--- config.mk ---
export PLATFORM = sky130hd
export DESIGN_NAME = mem_arbiter_flat
export DESIGN_NICKNAME = d
export VERILOG_FILES = /design/src/rtl/mem_arbiter_if.sv /design/src/rtl/mem_arbiter.sv /design/src/flat_wrapper.sv
export SDC_FILE = /design/constraint.sdc
export NUM_CORES = 1
export LEC_CHECK = 0
export BUFFER_PORTS_ARGS = -buffer_cell sky130_fd_sc_hd__buf_2
export CAP_MARGIN = 20
export CORE_AREA = 2 2 106 108
export CTS_CLUSTER_SIZE = 25
export DETAILED_ROUTE_END_ITERATION = 8
export DIE_AREA = 0 0 108 110
export HOLD_SLACK_MARGIN = 0.12
export PLACE_DENSITY = 0.75
export SKIP_CTS_REPAIR_TIMING = 1
export SYNTH_ARGS = -nofsm -noshare
export SYNTH_HDL_FRONTEND = slang
export SYNTH_SLANG_ARGS = --single-unit
--- constraint.sdc ---
create_clock -name CLK -period 3 [get_ports CLK]
set_input_delay 0.6 -clock CLK [delete_from_list [all_inputs] [get_ports CLK]]
set_output_delay 0.6 -clock CLK [all_outputs]
set_load 0.01 [all_outputs]
--- src/rtl/mem_arbiter_if.sv ---
// Bundle of the instruction, data and shared-RAM signals around the memory arbiter.
// The arbiter attaches through the slave modport; requesters and RAM model use master.
interface mem_arbiter_if #(
    parameter int WORD_W = 32
);
    logic              iREN;
    logic [WORD_W-1:0] iaddr;
    logic              iwait;
    logic [WORD_W-1:0] iload;

    logic              dREN;
    logic              dWEN;
    logic [WORD_W-1:0] daddr;
    logic [WORD_W-1:0] dstore;
    logic              dwait;
    logic [WORD_W-1:0] dload;

    logic              ramREN;
    logic              ramWEN;
    logic [WORD_W-1:0] ramaddr;
    logic [WORD_W-1:0] ramstore;
    logic [WORD_W-1:0] ramload;
    logic [1:0]        ramstate;

    logic [1:0]        grant;
    logic              err;

    modport slave (
        input  iREN, iaddr, dREN, dWEN, daddr, dstore, ramload, ramstate,
        output iwait, iload, dwait, dload, ramREN, ramWEN, ramaddr, ramstore, grant, err
    );

    modport master (
        output iREN, iaddr, dREN, dWEN, daddr, dstore, ramload, ramstate,
        input  iwait, iload, dwait, dload, ramREN, ramWEN, ramaddr, ramstore, grant, err
    );
endinterface

--- src/rtl/mem_arbiter.sv ---
// Arbitrates one shared RAM port between an instruction and a data requester.
// Data wins by default; a pending instruction is forced through after STARVE_MAX data grants.
//
// state | meaning
// IDLE  | no owner, sample requests and grant
// IACC  | instruction read in flight on the RAM port
// DACC  | data read/write in flight on the RAM port
module mem_arbiter #(
    parameter int WORD_W     = 32,
    parameter int STARVE_MAX = 4
) (
    input  logic          CLK,
    input  logic          nRST,
    mem_arbiter_if.slave  bus
);
    localparam int CNT_W = $clog2(STARVE_MAX + 1);
    localparam logic [CNT_W-1:0] STARVE_LIM = CNT_W'(STARVE_MAX);
    localparam logic [1:0] RS_ACCESS = 2'd2;
    localparam logic [1:0] RS_ERROR  = 2'd3;

    typedef enum logic [1:0] {
        IDLE = 2'd0,
        IACC = 2'd1,
        DACC = 2'd2
    } state_t;

    state_t            state_q, state_d;
    logic [CNT_W-1:0]  starve_q, starve_d;
    logic              err_q, err_d;
    logic [WORD_W-1:0] addr_q, addr_d;
    logic [WORD_W-1:0] store_q, store_d;
    logic              dren_q, dren_d;
    logic              dwen_q, dwen_d;

    logic d_req;
    logic starved;

    assign d_req   = bus.dREN | bus.dWEN;
    assign starved = (starve_q == STARVE_LIM) & bus.iREN;

    always_ff @(posedge CLK or negedge nRST) begin
        if (!nRST) begin
            state_q  <= IDLE;
            starve_q <= '0;
            err_q    <= 1'b0;
            addr_q   <= '0;
            store_q  <= '0;
            dren_q   <= 1'b0;
            dwen_q   <= 1'b0;
        end else begin
            state_q  <= state_d;
            starve_q <= starve_d;
            err_q    <= err_d;
            addr_q   <= addr_d;
            store_q  <= store_d;
            dren_q   <= dren_d;
            dwen_q   <= dwen_d;
        end
    end

    always_comb begin
        state_d  = state_q;
        starve_d = starve_q;
        err_d    = err_q;
        addr_d   = addr_q;
        store_d  = store_q;
        dren_d   = dren_q;
        dwen_d   = dwen_q;
        case (state_q)
            IDLE: begin
                if (starved || (bus.iREN && !d_req)) begin
                    state_d  = IACC;
                    starve_d = '0;
                    addr_d   = bus.iaddr;
                end else if (d_req) begin
                    state_d = DACC;
                    addr_d  = bus.daddr;
                    store_d = bus.dstore;
                    dren_d  = bus.dREN;
                    dwen_d  = bus.dWEN;
                    if (bus.iREN && (starve_q != STARVE_LIM))
                        starve_d = starve_q + CNT_W'(1);
                end
            end
            IACC: begin
                if (bus.ramstate == RS_ERROR) begin
                    err_d   = 1'b1;
                    state_d = IDLE;
                end else if (!bus.iREN || (bus.ramstate == RS_ACCESS)) begin
                    state_d = IDLE;
                end
            end
            DACC: begin
                if (bus.ramstate == RS_ERROR) begin
                    err_d   = 1'b1;
                    state_d = IDLE;
                end else if (!d_req || (bus.ramstate == RS_ACCESS)) begin
                    state_d = IDLE;
                end
            end
            default: state_d = IDLE;
        endcase
    end

    // A dropped request suppresses the completion pulse even if the RAM answers that cycle.
    always_comb begin
        bus.grant    = 2'd0;
        bus.ramREN   = 1'b0;
        bus.ramWEN   = 1'b0;
        bus.ramaddr  = addr_q;
        bus.ramstore = store_q;
        bus.iwait    = 1'b1;
        bus.iload    = '0;
        bus.dwait    = 1'b1;
        bus.dload    = '0;
        bus.err      = err_q;
        case (state_q)
            IACC: begin
                bus.grant  = 2'd1;
                bus.ramREN = 1'b1;
                if ((bus.ramstate == RS_ACCESS) && bus.iREN) begin
                    bus.iwait = 1'b0;
                    bus.iload = bus.ramload;
                end
            end
            DACC: begin
                bus.grant  = 2'd2;
                bus.ramWEN = dwen_q;
                bus.ramREN = dren_q & ~dwen_q;
                if ((bus.ramstate == RS_ACCESS) && d_req) begin
                    bus.dwait = 1'b0;
                    bus.dload = bus.ramload;
                end
            end
            default: ;
        endcase
    end
endmodule

--- src/flat_wrapper.sv ---
// flat-port wrapper written by rule: the top's interface ports become plain ports
module mem_arbiter_flat 
#(
    parameter int WORD_W     = 32,
    parameter int STARVE_MAX = 4
)
  (CLK, nRST, bus_iREN, bus_iaddr, bus_dREN, bus_dWEN, bus_daddr, bus_dstore, bus_ramload, bus_ramstate, bus_iwait, bus_iload, bus_dwait, bus_dload, bus_ramREN, bus_ramWEN, bus_ramaddr, bus_ramstore, bus_grant, bus_err);
  mem_arbiter_if #(.WORD_W(WORD_W)) bus_i ();
  input  logic CLK;
  input  logic nRST;
  input wire logic [$bits(bus_i.iREN)-1:0] bus_iREN;
  input wire logic [$bits(bus_i.iaddr)-1:0] bus_iaddr;
  input wire logic [$bits(bus_i.dREN)-1:0] bus_dREN;
  input wire logic [$bits(bus_i.dWEN)-1:0] bus_dWEN;
  input wire logic [$bits(bus_i.daddr)-1:0] bus_daddr;
  input wire logic [$bits(bus_i.dstore)-1:0] bus_dstore;
  input wire logic [$bits(bus_i.ramload)-1:0] bus_ramload;
  input wire logic [$bits(bus_i.ramstate)-1:0] bus_ramstate;
  output wire logic [$bits(bus_i.iwait)-1:0] bus_iwait;
  output wire logic [$bits(bus_i.iload)-1:0] bus_iload;
  output wire logic [$bits(bus_i.dwait)-1:0] bus_dwait;
  output wire logic [$bits(bus_i.dload)-1:0] bus_dload;
  output wire logic [$bits(bus_i.ramREN)-1:0] bus_ramREN;
  output wire logic [$bits(bus_i.ramWEN)-1:0] bus_ramWEN;
  output wire logic [$bits(bus_i.ramaddr)-1:0] bus_ramaddr;
  output wire logic [$bits(bus_i.ramstore)-1:0] bus_ramstore;
  output wire logic [$bits(bus_i.grant)-1:0] bus_grant;
  output wire logic [$bits(bus_i.err)-1:0] bus_err;
  assign bus_i.iREN = bus_iREN;
  assign bus_i.iaddr = bus_iaddr;
  assign bus_i.dREN = bus_dREN;
  assign bus_i.dWEN = bus_dWEN;
  assign bus_i.daddr = bus_daddr;
  assign bus_i.dstore = bus_dstore;
  assign bus_i.ramload = bus_ramload;
  assign bus_i.ramstate = bus_ramstate;
  assign bus_iwait = bus_i.iwait;
  assign bus_iload = bus_i.iload;
  assign bus_dwait = bus_i.dwait;
  assign bus_dload = bus_i.dload;
  assign bus_ramREN = bus_i.ramREN;
  assign bus_ramWEN = bus_i.ramWEN;
  assign bus_ramaddr = bus_i.ramaddr;
  assign bus_ramstore = bus_i.ramstore;
  assign bus_grant = bus_i.grant;
  assign bus_err = bus_i.err;
  mem_arbiter #(.WORD_W(WORD_W), .STARVE_MAX(STARVE_MAX)) u_core (.CLK(CLK), .nRST(nRST), .bus(bus_i));
endmodule
==> impl_metrics.toml <==
[route]
drcViolationCount = 0
wl_microns = 11390
viasPerCell = 4.671
first_pass_iters = 5
antenna_left = 0
first_iter_violations = 234
dr_total_vias = 3625
wire_per_inst_microns = 14.68

[synth]
synthesis.instances = 371
yosysMostFrequentCell = "nand2_1"
yosys-top-cells-count = "nand2_1 (73), dfrtp_1 (72), and2_1 (66)"
synth_nets = 511
synth_area_sq_um = 3627
yosysTopAreaCell = "dfrtp_1"
synth_edf_count = 0
ys_async_sr_fraction_pct = 100.0
ys_seq_elements = 72
synth_top_area_share_pct = 49.67
syn_avg_cell_area_sq_um = 9.777
ys_types = 28
synthTopCellsByArea = "dfrtp_1 (50%), and2_1 (11%), mux2_2 (9.9%)"
yosysWarnings = 0
seq_area_frac_synth_pct = 49.67
synth_ff_type = "dfrtp_1"

[die]
io-pin-count = 270
die-area_sq_um = 11880
dieHeight_microns = 110
start_util_pct = 33.91
core_sq_um = 10700
die_w_microns = 108
rows = 38

[pwr]
seqPwrFrac_pct = 39.6
power_mw = 4.290
comb_power_share_pct = 45.8
p_int_mw = 2.648
ir_drop_mv = 0.3598
power.leakage_nw = 2.773
swShare_pct = 38.28
power.share.clock_pct = 14.6
power.density_nw_per_um2 = 833.5
p_sw_mw = 1.642

[timing]
finalCritPeriodShare_pct = 81.53
skew_ns = 0.009614
timing.fmax_mhz = 408.9
hold_viol = 0
setup-tns-final_ns = 0
hold_ws_ns = 0.3892
slew_headroom_pct = 39.71
rsz0062_at_grt = "no"
finalSetupViolCount = 0
slew_viol_final = 0
tightest_slew_ns = 0.9044
period_needed_ns = 2.446

[setup_path]
rr_endpoint = "u_core.bus.ramstore[8]"
path_class = "register to output port"
cp.required_ns = 2.40
critPathCapture = "bus_dload[22]"
crit_path_start = "u_core.state_q[0]"
end_kind = "output port"
cp.depth = 7
crit_chain = "inv_1 > ha_1 > o21ai_0 > nor2_1 > buf_4 > and2_1 > buf_2"
reg2reg_slack_ns = 0.85
critPathMaxFanout = 33
worst-endpoint-arrival_ns = 1.85
start_kind = "register"
crit_path_max_incr_delay_ns = 0.39
cp_top_family = "buffers and inverters"
path_buf_inv = 3
reg2reg_depth = 4
reg2reg_from = "u_core.state_q[0]"
slowest_stage = "dfrtp_1"

[cells_and_area]
n_antenna_cell = 0
syn2layout_area_growth_pct = 41.91
drive_gt1_share_pct = 50.94
fillers = 1048
finalNonFillerCells = 776
fin_util_pct = 48.12
nets = 772

[job]
maxCapViolCount = 0

[placed_design]
gp_congestion = 0.7980
placed_cells = 761
dpl.hpwl_microns = 8935
port_buffers = 269

[cts]
clock_path_buffers = 2
cts_root_buffer = "clkbuf_8"
cts_tree = "done"
cts_buffers = 9
clock-sinks = 72
cts.clk_slew.worst_paths_ns = 0.07
htreeDepth = 3
clk_latency_ns = 0.34

[global_route]
grt_pass1_wl_microns = 16470
grt_max_degree = 73
antenna_found_initial = 4
overflow = 0
grt_util_all_layers_pct = 18.19
grt_pass1_vias = 3327

[outcome]
status = "complete, no violations"

[min_path]
min_path_type = "input pin to async pin"
-- cell families (layout without fill, tap and decap cells) --
family / Yosys count / count (layout) / share of synthesized area [%]
fa+ha+maj: 5 / 5 / 1.725
compound gates: 48 / 48 / 8.451
mux: 32 / 32 / 9.935
simple gates: 182 / 182 / 23.87
buf+inv: 32 / 297 / 6.347
flops: 72 / 72 / 49.67
-- worst min-delay path by stage --
| stage | to | slack [ns] | cells past startpoint |
|---|---|---|---|
| detailed placement | u_core.bus.err | 0.47 | 1 |
| floorplan | u_core.bus.err | 0.30 | 0 |
| CTS | u_core.bus.ramstore[15] | 0.40 | 1 |
| global placement | u_core.bus.err | 0.45 | 1 |
| global route | u_core.bus.ramstore[27] | 0.44 | 1 |
| finish | u_core.bus.ramstore[15] | 0.39 | 1 |
-- state kept, by name, summed over array words and instances, names as in the netlist --
signal,cells
u_core.state_q,2
u_core.dwen_q,1
u_core.starve_q,3
u_core.dren_q,1
u_core.bus.ramstore,32
u_core.bus.err,1
u_core.bus.ramaddr,32
-- metrics by stage --
| stage | area [sq um] | setup WS, ns |
|---|---|---|
| finish | 5147 | 0.5542 |
| global route | 5147 | 0.3602 |
| CTS | 5147 | 0.5246 |
| detailed placement | 4994 | 0.8061 |
| global placement | 4994 | 0.8422 |
| floorplan | 3627 | 0.9706 |
-- area by class of cell --
type / count / area, sq um / area share [%]
sequential: 72 / 1802 / 35.00
timing repair buffer: 275 / 1394 / 27.08
clock buffer: 11 / 131.4 / 2.552
inverter: 7 / 26.28 / 0.5105
multi-input combinational: 267 / 1597 / 31.02
tap: 140 / 175.2 / 3.403
clock inverter: 4 / 22.52 / 0.4375
-- routing by layer --
metal / vias to the layer above / track usage [%] / part of all wire (%)
met2: 183 / 31.49 / 48
met4: 4 / 7.051 / 1.3
met1: 1687 / 21.16 / 41
met5: - / 0 / 0.24
li1: 1737 / - / -
met3: 14 / 5.644 / 9.4
-- cell usage in the layout (no fill, tap or decap), drive strengths merged --
master	count
o22ai	1
nand3	4
clkinv	3
o2bb2ai	2
a31oi	32
and2	66
a21oi	2
inv	7
a21boi	1
o31ai	1
o21ai	5
or2	1
mux2	32
buf	275
nand2b	1
o21a	2
a31o	1
o32ai	1
nor2	37
clkbuf	11
ha	5
nand2	73
dfrtp	72
clkinvlp	1
-- power groups by stage --
stage          registers [mW]  clock network, mW  logic, mW
6_report                 1.70              0.627       1.96
5_1_grt                  1.75              0.712       2.17
4_1_cts                  1.70              0.666       1.99
3_5_place_dp             1.72                  0       1.99
3_3_place_gp             1.69                  0       1.94
2_1_floorplan            1.91                  0       1.08
No activity file was read; power rests on OpenSTA's default activity.
